### config.mk
export PLATFORM = sky130hd
export DESIGN_NAME = pellet_store_flat
export DESIGN_NICKNAME = d
export VERILOG_FILES = /design/src/rtl/pellet_store_if.sv /design/src/rtl/pellet_store.sv /design/src/flat_wrapper.sv
export SDC_FILE = /design/constraint.sdc
export NUM_CORES = 1
export LEC_CHECK = 0
export ABC_AREA = 1
export BUFFER_PORTS_ARGS = -buffer_cell sky130_fd_sc_hd__buf_2
export CAP_MARGIN = 20
export CORE_AREA = 10 10 407 251
export CTS_CLUSTER_DIAMETER = 120
export DETAILED_ROUTE_END_ITERATION = 16
export DIE_AREA = 0 0 417 261
export PLACE_DENSITY = 0.45
export SETUP_SLACK_MARGIN = 0.4
export SKIP_CTS_REPAIR_TIMING = 1
export SYNTH_ARGS = -nofsm -noshare
export SYNTH_HDL_FRONTEND = slang
export SYNTH_SLANG_ARGS = --single-unit
### constraint.sdc
create_clock -name clk -period 26.5 [get_ports clk]
set_clock_uncertainty 0.1 [all_clocks]
set_input_delay 2.65 -clock clk [delete_from_list [all_inputs] [get_ports clk]]
set_output_delay 2.65 -clock clk [all_outputs]
set_load 0.03 [all_outputs]
### src/rtl/pellet_store_if.sv
// Eat/init handshake between the scoring FSM (master) and the pellet store (slave).
interface pellet_store_if;
    logic       init_start;
    logic       init_done;
    logic       eat_req;
    logic [9:0] eat_x;
    logic [9:0] eat_y;
    logic       eat_ack;
    logic       eat_hit;
    logic [8:0] remaining;
    logic       all_eaten;

    modport master (
        output init_start, eat_req, eat_x, eat_y,
        input  init_done, eat_ack, eat_hit, remaining, all_eaten
    );

    modport slave (
        input  init_start, eat_req, eat_x, eat_y,
        output init_done, eat_ack, eat_hit, remaining, all_eaten
    );
endinterface

### src/rtl/pellet_store.sv
// Pellet bitmap owner: loads the layout row by row, serves eat requests with hit/miss,
// counts pellets left and renders a registered pellet-dot pixel for the VGA path.
module pellet_store #(
    parameter int                     COLS        = 20,
    parameter int                     ROWS        = 15,
    parameter int                     TILE_LOG2   = 5,
    parameter int                     DOT         = 4,
    parameter logic [COLS*ROWS-1:0]   PELLET_MASK = {(COLS*ROWS){1'b1}},
    parameter logic [11:0]            PELLET_RGB  = 12'hFF0
) (
    input  logic                clk,
    input  logic                reset,
    pellet_store_if.slave       bus,
    input  logic [9:0]          hCount,
    input  logic [9:0]          vCount,
    input  logic                bright,
    output logic                pellet_pixel,
    output logic [11:0]         rgb
);

    localparam int RW = $clog2(ROWS);
    localparam int CW = $clog2(COLS);
    localparam logic [9:0] COLS_LIM = 10'(COLS);
    localparam logic [9:0] ROWS_LIM = 10'(ROWS);
    localparam logic [TILE_LOG2-1:0] DOT_LO = TILE_LOG2'(2**(TILE_LOG2-1) - DOT/2);
    localparam logic [TILE_LOG2-1:0] DOT_HI = TILE_LOG2'(2**(TILE_LOG2-1) + DOT/2);

    typedef enum logic [1:0] {EMPTY, INIT, READY} state_t;

    state_t          state;
    logic [RW-1:0]   row_cnt;
    logic [COLS-1:0] bitmap [ROWS];

    function automatic logic [8:0] row_pop(input logic [COLS-1:0] bits);
        logic [8:0] count;
        count = '0;
        for (int i = 0; i < COLS; i++) count = count + 9'(bits[i]);
        return count;
    endfunction

    logic [COLS-1:0] mask_slice;
    assign mask_slice = PELLET_MASK[int'(row_cnt)*COLS +: COLS];

    // Eat request decode: tile coordinates and the current bit under them.
    logic [9:0] eat_col, eat_row;
    logic       eat_in_range, eat_bit;
    assign eat_col      = bus.eat_x >> TILE_LOG2;
    assign eat_row      = bus.eat_y >> TILE_LOG2;
    assign eat_in_range = (eat_col < COLS_LIM) && (eat_row < ROWS_LIM);
    assign eat_bit      = eat_in_range && bitmap[eat_row[RW-1:0]][eat_col[CW-1:0]];

    assign bus.all_eaten = (state == READY) && (bus.remaining == '0);

    always_ff @(posedge clk or posedge reset) begin
        if (reset) begin
            state         <= EMPTY;
            row_cnt       <= '0;
            bus.init_done <= 1'b0;
            bus.eat_ack   <= 1'b0;
            bus.eat_hit   <= 1'b0;
            bus.remaining <= '0;
            // NOTE: the bitmap is reset so a reset mid-load never leaves stale pellets drawn or eatable.
            bitmap        <= '{default: '0};
        end else begin
            bus.init_done <= 1'b0;
            bus.eat_ack   <= 1'b0;
            bus.eat_hit   <= 1'b0;
            case (state)
                EMPTY: begin
                    if (bus.init_start) begin
                        state         <= INIT;
                        row_cnt       <= '0;
                        bus.remaining <= '0;
                    end
                end
                INIT: begin
                    bitmap[row_cnt] <= mask_slice;
                    bus.remaining   <= bus.remaining + row_pop(mask_slice);
                    row_cnt         <= row_cnt + 1'b1;
                    if (row_cnt == RW'(ROWS-1)) begin
                        state         <= READY;
                        bus.init_done <= 1'b1;
                    end
                end
                READY: begin
                    // A reload takes priority over an eat presented in the same cycle.
                    if (bus.init_start) begin
                        state         <= INIT;
                        row_cnt       <= '0;
                        bus.remaining <= '0;
                    end else if (bus.eat_req && !bus.eat_ack) begin
                        bus.eat_ack <= 1'b1;
                        if (eat_bit) begin
                            bus.eat_hit <= 1'b1;
                            bitmap[eat_row[RW-1:0]][eat_col[CW-1:0]] <= 1'b0;
                            bus.remaining <= bus.remaining - 1'b1;
                        end
                    end
                end
                default: state <= EMPTY;
            endcase
        end
    end

    // Render: dot is a DOT x DOT square centred in each tile holding a live pellet.
    logic [9:0]           pix_col, pix_row;
    logic [TILE_LOG2-1:0] off_x, off_y;
    logic                 pix_in_range, pix_bit, in_dot, dot_on;
    assign pix_col      = hCount >> TILE_LOG2;
    assign pix_row      = vCount >> TILE_LOG2;
    assign off_x        = hCount[TILE_LOG2-1:0];
    assign off_y        = vCount[TILE_LOG2-1:0];
    assign pix_in_range = (pix_col < COLS_LIM) && (pix_row < ROWS_LIM);
    assign pix_bit      = pix_in_range && bitmap[pix_row[RW-1:0]][pix_col[CW-1:0]];
    assign in_dot       = (off_x >= DOT_LO) && (off_x < DOT_HI) &&
                          (off_y >= DOT_LO) && (off_y < DOT_HI);
    assign dot_on       = bright && pix_bit && in_dot;

    always_ff @(posedge clk or posedge reset) begin
        if (reset) begin
            pellet_pixel <= 1'b0;
            rgb          <= '0;
        end else begin
            pellet_pixel <= dot_on;
            rgb          <= dot_on ? PELLET_RGB : '0;
        end
    end

endmodule

### src/flat_wrapper.sv
// flat-port wrapper written by rule: the top's interface ports become plain ports
module pellet_store_flat 
#(
    parameter int                     COLS        = 20,
    parameter int                     ROWS        = 15,
    parameter int                     TILE_LOG2   = 5,
    parameter int                     DOT         = 4,
    parameter logic [COLS*ROWS-1:0]   PELLET_MASK = {(COLS*ROWS){1'b1}},
    parameter logic [11:0]            PELLET_RGB  = 12'hFF0
)
  (clk, reset, hCount, vCount, bright, pellet_pixel, rgb, bus_init_start, bus_eat_req, bus_eat_x, bus_eat_y, bus_init_done, bus_eat_ack, bus_eat_hit, bus_remaining, bus_all_eaten);
  pellet_store_if bus_i ();
  input  logic clk;
  input  logic reset;
  input  logic [9:0] hCount;
  input  logic [9:0] vCount;
  input  logic bright;
  output logic pellet_pixel;
  output logic [11:0] rgb;
  input wire logic [$bits(bus_i.init_start)-1:0] bus_init_start;
  input wire logic [$bits(bus_i.eat_req)-1:0] bus_eat_req;
  input wire logic [$bits(bus_i.eat_x)-1:0] bus_eat_x;
  input wire logic [$bits(bus_i.eat_y)-1:0] bus_eat_y;
  output wire logic [$bits(bus_i.init_done)-1:0] bus_init_done;
  output wire logic [$bits(bus_i.eat_ack)-1:0] bus_eat_ack;
  output wire logic [$bits(bus_i.eat_hit)-1:0] bus_eat_hit;
  output wire logic [$bits(bus_i.remaining)-1:0] bus_remaining;
  output wire logic [$bits(bus_i.all_eaten)-1:0] bus_all_eaten;
  assign bus_i.init_start = bus_init_start;
  assign bus_i.eat_req = bus_eat_req;
  assign bus_i.eat_x = bus_eat_x;
  assign bus_i.eat_y = bus_eat_y;
  assign bus_init_done = bus_i.init_done;
  assign bus_eat_ack = bus_i.eat_ack;
  assign bus_eat_hit = bus_i.eat_hit;
  assign bus_remaining = bus_i.remaining;
  assign bus_all_eaten = bus_i.all_eaten;
  pellet_store #(.COLS(COLS), .ROWS(ROWS), .TILE_LOG2(TILE_LOG2), .DOT(DOT), .PELLET_MASK(PELLET_MASK), .PELLET_RGB(PELLET_RGB)) u_core (.clk(clk), .reset(reset), .bus(bus_i), .hCount(hCount), .vCount(vCount), .bright(bright), .pellet_pixel(pellet_pixel), .rgb(rgb));
endmodule
==> results.rst, run 1 <==
.. list-table::
   :header-rows: 1

   * - Metric
     - Value
   * - Leak Pwr
     - 0.0120 uW
   * - Buffer depth of the longest clock path
     - 3
   * - Met2 routing resource usage after global routing
     - 0.257
   * - Router iterations before antenna repair
     - 6
   * - Number of cells on the worst hold path
     - 2
   * - WL/cell
     - 24.2 um
   * - Die outline height
     - 261 um
   * - Startpoint of the most critical hold path
     - u_core.bitmap[77]
   * - Total die area
     - 0.109 sq mm
   * - Via-per-instance ratio
     - 5.40
   * - Count of synthesis-stage warnings from yosys
     - 0
   * - FF-to-FF path depth
     - 11
   * - # setup viols final
     - 0
   * - Min-Delay Path Class
     - reg2reg
   * - CP Max Fanout
     - 129
   * - Proportion of synthesized chip area in sequential cells
     - 0.340
   * - Placed Instances
     - 4804
   * - TritonCTS clock tree
     - done
   * - Skew-Pair Late Insertion Delay
     - 0.59 ns
   * - Clock transition time at the flip-flop clock pins of the worst setup and hold paths
     - 0.07 ns
   * - Wire length of the first global-routing pass
     - 171000 um
   * - Number of violations of the max-capacitance limit
     - 0
   * - Violation count after the first detailed-routing iteration
     - 3527
   * - Global routing usage on met3
     - 0.0667
   * - Slew at the pin closest to its max-slew limit
     - 1.23 ns
   * - CTS Buf Count
     - 37
   * - Classification of the worst setup path
     - in2reg
   * - Critical path data required time
     - 26.86 ns
   * - Register-to-register setup slack
     - 20.94 ns
   * - Fraction of layout cells with a size suffix above 1
     - 0.0532
   * - Met1 capacity usage during global routing
     - 0.330
   * - Terminating pin of the worst hold path
     - u_core.bitmap[77]
   * - Final Non-Filler Cells
     - 4876
   * - Core footprint
     - 0.0949 sq mm
   * - Vias after detailed routing
     - 26300
   * - Dpl hpwl
     - 75000 um
   * - Critical path endpoint category
     - register
   * - Number of antenna violations at the first check in global routing
     - 4
   * - Timing-limited maximum frequency
     - 0.110 GHz
   * - Final RePlAce weighted congestion
     - 0.972
   * - CTS Root Buffer Type
     - clkbuf_16
   * - Number of H-tree branching levels
     - 2
   * - Number of register bits inferred by synthesis
     - 319
   * - Layout area overhead
     - 9.67%
   * - Top-level port count
     - 71
   * - Fin crit period
     - 9.12 ns
   * - Core Rows
     - 88
   * - Sum of routed wire length over all layers
     - 118000 um
   * - Count of mapped cells out of synthesis
     - 3760
   * - Fill cell count
     - 10600
   * - Final worst path period share
     - 0.344
   * - Setup repair after global routing missed its margin
     - no
   * - Crit path from
     - bus_eat_y[6]
   * - Startpoint of the worst-slack reg-to-reg timing path
     - u_core.state[0]
   * - Largest net degree at the start of global routing
     - 158
   * - Nets
     - 3664
   * - Relative slew margins
     - 0.178
   * - Final antenna-violating net count
     - 0
   * - Synthesized cell area
     - 0.0235 sq mm
   * - Startpoint Class
     - primary input
   * - Max rail drop VDD
     - 0.0763 mV
   * - Worst hold slack after final layout
     - 0.394 ns
   * - Mean instance size in the synthesized netlist
     - 6.24 sq um
   * - Destination of the worst register-to-register timing path
     - u_core.bitmap[199]
   * - Number of input and output port buffers inserted
     - 54
   * - Total gr overflow
     - 0
   * - Total DRC errors in the routed layout
     - 0
   * - Number of endpoints with negative hold slack in the final report
     - 0
   * - DIE WIDTH
     - 417 um
   * - Power Density
     - 76.4 mW/mm^2
   * - Max-slew violation total from the final report
     - 0
   * - Yosys cell types
     - 36
   * - Initial Util
     - 0.247
   * - Total routing usage reported by global routing
     - 0.209
   * - Total negative setup slack
     - 0 ns
   * - Arrival time of data at the critical path endpoint
     - 9.48 ns
   * - Via count of the first global-routing pass
     - 22900
   * - Outcome
     - finished clean
   * - GRT busiest layer
     - met1
   * - # clock sinks
     - 319
-- sequential cells by signal, indices dropped and copies added (netlist names) --
signal                count
u_core.bitmap           300
u_core.bus.remaining      9
u_core.row_cnt            4
u_core.state              2
u_core.bus.eat_ack        1
u_core.bus.eat_hit        1
u_core.bus.init_done      1
u_core.rgb                1
-- cells in the final DEF, fill, tap and decap left out, types with 5 or more instances in the layout --
cell type	instances
nand2_1	1257
o21ai_0	788
nand3_1	453
dfrtp_1	319
nor2_1	248
inv_1	124
a21oi_1	82
buf_4	57
buf_2	52
clkbuf_16	37
ha_1	31
o211ai_1	30
o221ai_1	20
nand4_1	18
clkbuf_1	9
o22ai_1	8
clkbuf_8	8
diode_2	5
nor3_1	5
clkinv_1	5
nor4_1	5
or2_2	5
bufinv_16	5
-- cells in the mapped netlist, drive strengths merged --
cell	n	area, sq um
a21o	2	15.0
a21oi	82	410
conb	1	3.75
fa	1	20.0
o21ai	789	3950
nand2	1260	4740
ha	31	388
nand3	454	2280
o22ai	8	50.1
clkbuf	215	807
dfrtp	319	7980
o31ai	2	15.0
o221ai	20	175
buf	116	657
nor2	254	966
nor4	5	31.3
o211ai	30	225
or2	5	31.3
a221oi	2	17.5
xor2	2	17.5
xnor2	2	17.5
nor3	5	25.0
nand4	18	113
inv	131	492
clkinv	5	18.8
o2111ai	1	8.76
-- routing by layer --
layer	vias up	wire, um
li1	12100	-
met4	0	2870
met3	139	14800
met5	-	0
met2	1428	43100
met1	12600	57400
-- metrics by stage --
| step | utilization | instance area (sq um) | setup slack [ns] | power [uW] |
|---|---|---|---|---|
| detailed placement | 0.257 | 24400 | 16.89 | 1380 |
| global route | 0.271 | 25700 | 17.16 | 2070 |
| finish | 0.271 | 25700 | 17.38 | 1960 |
| floorplan | - | 23500 | 14.92 | 1120 |
| CTS | 0.270 | 25600 | 17.48 | 1950 |
| global placement | 0.256 | 24300 | 16.86 | 1380 |
-- how the worst max path moves through the flow --
stage                                     to  slack [ns]  cells after the start
after floorplan             u_core.bitmap[0]       14.92                      1
after global placement    u_core.bitmap[190]       16.86                     23
after detailed placement  u_core.bitmap[199]       16.89                     23
after CTS                 u_core.bitmap[185]       17.48                     23
after global routing      u_core.bitmap[180]       17.16                     23
final                     u_core.bitmap[199]       17.38                     23
-- worst max-delay path, cell delays in order --
cell and delay (ns):
buf_2 0.09, buf_4 0.59, inv_2 0.40, buf_4 0.35, nor2_4 0.65, buf_4 0.54, a21oi_1 0.35, nand2_1 0.13
nand2_1 0.06, nand2_1 0.12, nor2_1 0.05, nor2_1 0.09, nor2_1 0.06, nand2_1 0.06, a21oi_1 0.06, nand2_1 0.18
nand3_2 0.16, nand2_8 0.46, buf_12 0.51, buf_4 0.54, nand2_1 0.80, nand2_1 0.26, nand2_1 0.08
-- where the power goes --
group          switching [uW]  internal (uW)  total, uW
logic                     602            176        778
clock network             242            328        569
registers                71.8            545        617
total                     915           1050       1960
-- cell type report --
type,count,area (sq um),area share
Tap cell,1260,1580,0.0613
Antenna cell,5,12.5,0.000486
Sequential cell,319,7980,0.310
Multi-Input combinational cell,2977,13500,0.526
Clock inverter,9,170,0.00662
Clock buffer,54,1070,0.0416
Timing Repair Buffer,116,848,0.0330
Inverter,136,528,0.0205
-- logic make-up (layout without fill, tap and decap cells) --
kind of cell               Yosys count  after routing  synth area share
other                                1              9          0.000160
DFF                                319            319             0.340
AOI/OAI and AO/OA                  936            936             0.207
adders and majority gates           32             32            0.0174
buffers and inverters              467            315            0.0842
and+or+nand+nor                   2001           2001             0.349
xor gates and xnor gates             4              4           0.00149
No activity file was read; power rests on OpenSTA's default activity.
==> inputs of run 2 (changes only) <==
==> constraint.sdc (replaced) <==
create_clock -name clk -period 9.4 [get_ports clk]
set_clock_uncertainty 0.1 [all_clocks]
set_input_delay 0.94 -clock clk [delete_from_list [all_inputs] [get_ports clk]]
set_output_delay 0.94 -clock clk [all_outputs]
set_load 0.03 [all_outputs]
==> results.rst, run 2 (synthesis gave the netlist of run 1 again) <==
.. list-table::
   :header-rows: 1

   * - Metric
     - Value
   * - Fraction of layout cells with a size suffix above 1
     - 0.0552 (+0.00208)
   * - Commonest non-fill, non-tap cells in the layout
     - 1257 x nand2_1, 788 x o21ai_0, 453 x nand3_1, 319 x dfrtp_1, 248 x nor2_1
   * - Max-slew violation total from the final report
     - 0 (unchanged)
   * - Outcome
     - finished clean
   * - Violation count after the first detailed-routing iteration
     - 3854 (+9.3%)
   * - Final RePlAce weighted congestion
     - 0.948 (-2.5%)
   * - Vias after detailed routing
     - 26200 (-0.66%)
   * - Worst hold slack after final layout
     - 0.394 ns (-0.000386 ns)
   * - Largest net degree at the start of global routing
     - 181 (+15%)
   * - Leak Pwr
     - 0.0120 uW (about the same)
   * - Power Density
     - 213 mW/mm^2 (+180%)
   * - TritonCTS clock tree
     - done
   * - Crit path from
     - bus_eat_y[6]
   * - CTS Root Buffer Type
     - clkbuf_16
   * - Dpl hpwl
     - 75800 um (+1.0%)
   * - # clock sinks
     - 319 (unchanged)
   * - # setup viols final
     - 0 (unchanged)
   * - CTS Buf Count
     - 36 (-2.7%)
   * - FF-to-FF path depth
     - 22 (+11)
   * - Via count of the first global-routing pass
     - 23300 (+1.9%)
   * - Largest registers in the final layout
     - u_core.bitmap (300), u_core.bus.remaining (9), u_core.row_cnt (4)
   * - Register-to-register setup slack
     - 4.73 ns (-16.21 ns)
   * - Critical path data required time
     - 9.79 ns (-17.07 ns)
   * - Timing-limited maximum frequency
     - 0.174 GHz
   * - Number of violations of the max-capacitance limit
     - 0 (unchanged)
   * - Router iterations before antenna repair
     - 6 (unchanged)
   * - Startpoint of the worst-slack reg-to-reg timing path
     - u_core.row_cnt[3]
   * - WL/cell
     - 24.3 um (about the same)
   * - Total die area
     - 0.109 sq mm (unchanged)
   * - Max FFs per register
     - 300 (unchanged)
   * - Fin crit period
     - 5.73 ns
   * - Skew-Pair Late Insertion Delay
     - 0.57 ns (-0.02 ns)
   * - Number of antenna violations at the first check in global routing
     - 7 (+3)
   * - Commonest non-fill, non-tap cell in the layout
     - nand2_1
   * - Post-layout total power
     - 5470 uW (+180%)
   * - Core footprint
     - 0.0949 sq mm (unchanged)
   * - Nets
     - 3675 (+0.30%)
   * - Buffer depth of the longest clock path
     - 3 (unchanged)
   * - Critical path endpoint category
     - register
   * - Slew at the pin closest to its max-slew limit
     - 1.19 ns (-0.0387 ns)
   * - Register with the highest flop count
     - u_core.bitmap
   * - Top-level port count
     - 71 (unchanged)
   * - Core Rows
     - 88 (unchanged)
   * - Number of input and output port buffers inserted
     - 54 (unchanged)
   * - Layout area overhead
     - 9.61% (about the same)
   * - Die outline height
     - 261 um (unchanged)
   * - Destination of the worst register-to-register timing path
     - u_core.bus.remaining[8]
   * - Total negative setup slack
     - 0 ns (unchanged)
   * - CP Max Fanout
     - 53 (-59%)
   * - Total routing usage reported by global routing
     - 0.210 (+0.00145)
   * - DIE WIDTH
     - 417 um (unchanged)
   * - Max rail drop VDD
     - 0.117 mV (+54%)
   * - Total DRC errors in the routed layout
     - 0 (unchanged)
   * - Via-per-instance ratio
     - 5.36 (-0.80%)
   * - Final worst path period share
     - 0.610
   * - Number of endpoints with negative hold slack in the final report
     - 0 (unchanged)
   * - Number of H-tree branching levels
     - 2 (unchanged)
   * - Classification of the worst setup path
     - in2reg
   * - Startpoint Class
     - primary input
   * - Wire length of the first global-routing pass
     - 173000 um (+0.79%)
   * - Initial Util
     - 0.247 (unchanged)
   * - Min-Delay Path Class
     - reg2reg
   * - Total gr overflow
     - 0 (unchanged)
   * - Clock transition time at the flip-flop clock pins of the worst setup and hold paths
     - 0.07 ns (about the same)
   * - Arrival time of data at the critical path endpoint
     - 6.13 ns (-3.35 ns)
   * - Relative slew margins
     - 0.204 (+0.0259)
   * - Setup repair after global routing missed its margin
     - no
   * - Capturing element of the worst setup path
     - u_core.bitmap[175]
   * - Final antenna-violating net count
     - 0 (unchanged)
   * - Sum of routed wire length over all layers
     - 118000 um (+0.24%)
==> run 2: cell count changes in the layout (fill, tap and decap cells not counted), sizes merged <==
cell      delta
bufinv       -3
buf         +12
inv          -1
clkinv       +1
diode        -2
clkinvlp     +1
clkbuf       -1
==> run 2: metrics by stage <==
step | cells | setup WS, ns | util | instance area (sq um)
2_1_floorplan | 3763 | 4.11 | - | 23500
5_1_grt | 4882 | 3.45 | 0.271 | 25700
3_5_place_dp | 4817 | 3.34 | 0.258 | 24500
6_report | 4883 | 3.67 | 0.271 | 25700
4_1_cts | 4877 | 3.92 | 0.270 | 25600
3_3_place_gp | 4815 | 3.33 | 0.258 | 24500
==> run 2: area by class of cell <==
class / instances / area (sq um)
Clock inverter: 7 / 85.1
Multi-Input combinational cell: 2977 / 13500
Sequential cell: 319 / 7980
Tap cell: 1260 / 1580
Fill cell: 10600 / 69200
Inverter: 136 / 524
Clock buffer: 53 / 1050
Timing Repair Buffer: 128 / 952
Antenna cell: 3 / 7.51
==> run 2: worst min-delay path by stage <==
stage / start / endpoint / slack (ns) / cells past startpoint
floorplan: u_core.bitmap[116] / u_core.bitmap[116] / 0.36 / 2
finish: u_core.bitmap[132] / u_core.bitmap[132] / 0.39 / 2
CTS: u_core.bitmap[211] / u_core.bitmap[211] / 0.40 / 2
global placement: u_core.bitmap[117] / u_core.bitmap[117] / 0.38 / 2
detailed placement: u_core.bitmap[118] / u_core.bitmap[118] / 0.38 / 2
global route: u_core.bitmap[118] / u_core.bitmap[118] / 0.42 / 2
==> run 2: worst max-delay path, stage by stage <==
cell	delay, ns
buf_2	0.48
inv_2	0.49
nand2_2	0.83
nor2_1	0.35
nand2_1	0.14
nand3_1	0.15
nor2_1	0.56
nand2_1	0.12
nand2_1	0.08
nand2_1	0.06
nor2_1	0.09
nor2_1	0.06
nor2_1	0.09
nand2_1	0.13
nand3_2	0.15
nand2_8	0.30
buf_4	0.40
nand2_1	0.13
buf_4	0.33
nand2_1	0.09
nand2_1	0.07
==> run 2: power by group <==
part           leakage [uW]  switching (uW)  internal (uW)
Combinational       0.00705            1720            524
Sequential          0.00439             193           1540
Clock              0.000559             674            824
Total                0.0120            2590           2880
==> run 2: layer usage <==
metal | track usage | share of wire | up-vias
met5 | 0 | 0 | -
met4 | 0.0444 | 0.020 | 0
met3 | 0.0869 | 0.14 | 143
met2 | 0.265 | 0.37 | 1388
met1 | 0.320 | 0.47 | 12500
li1 | - | - | 12100
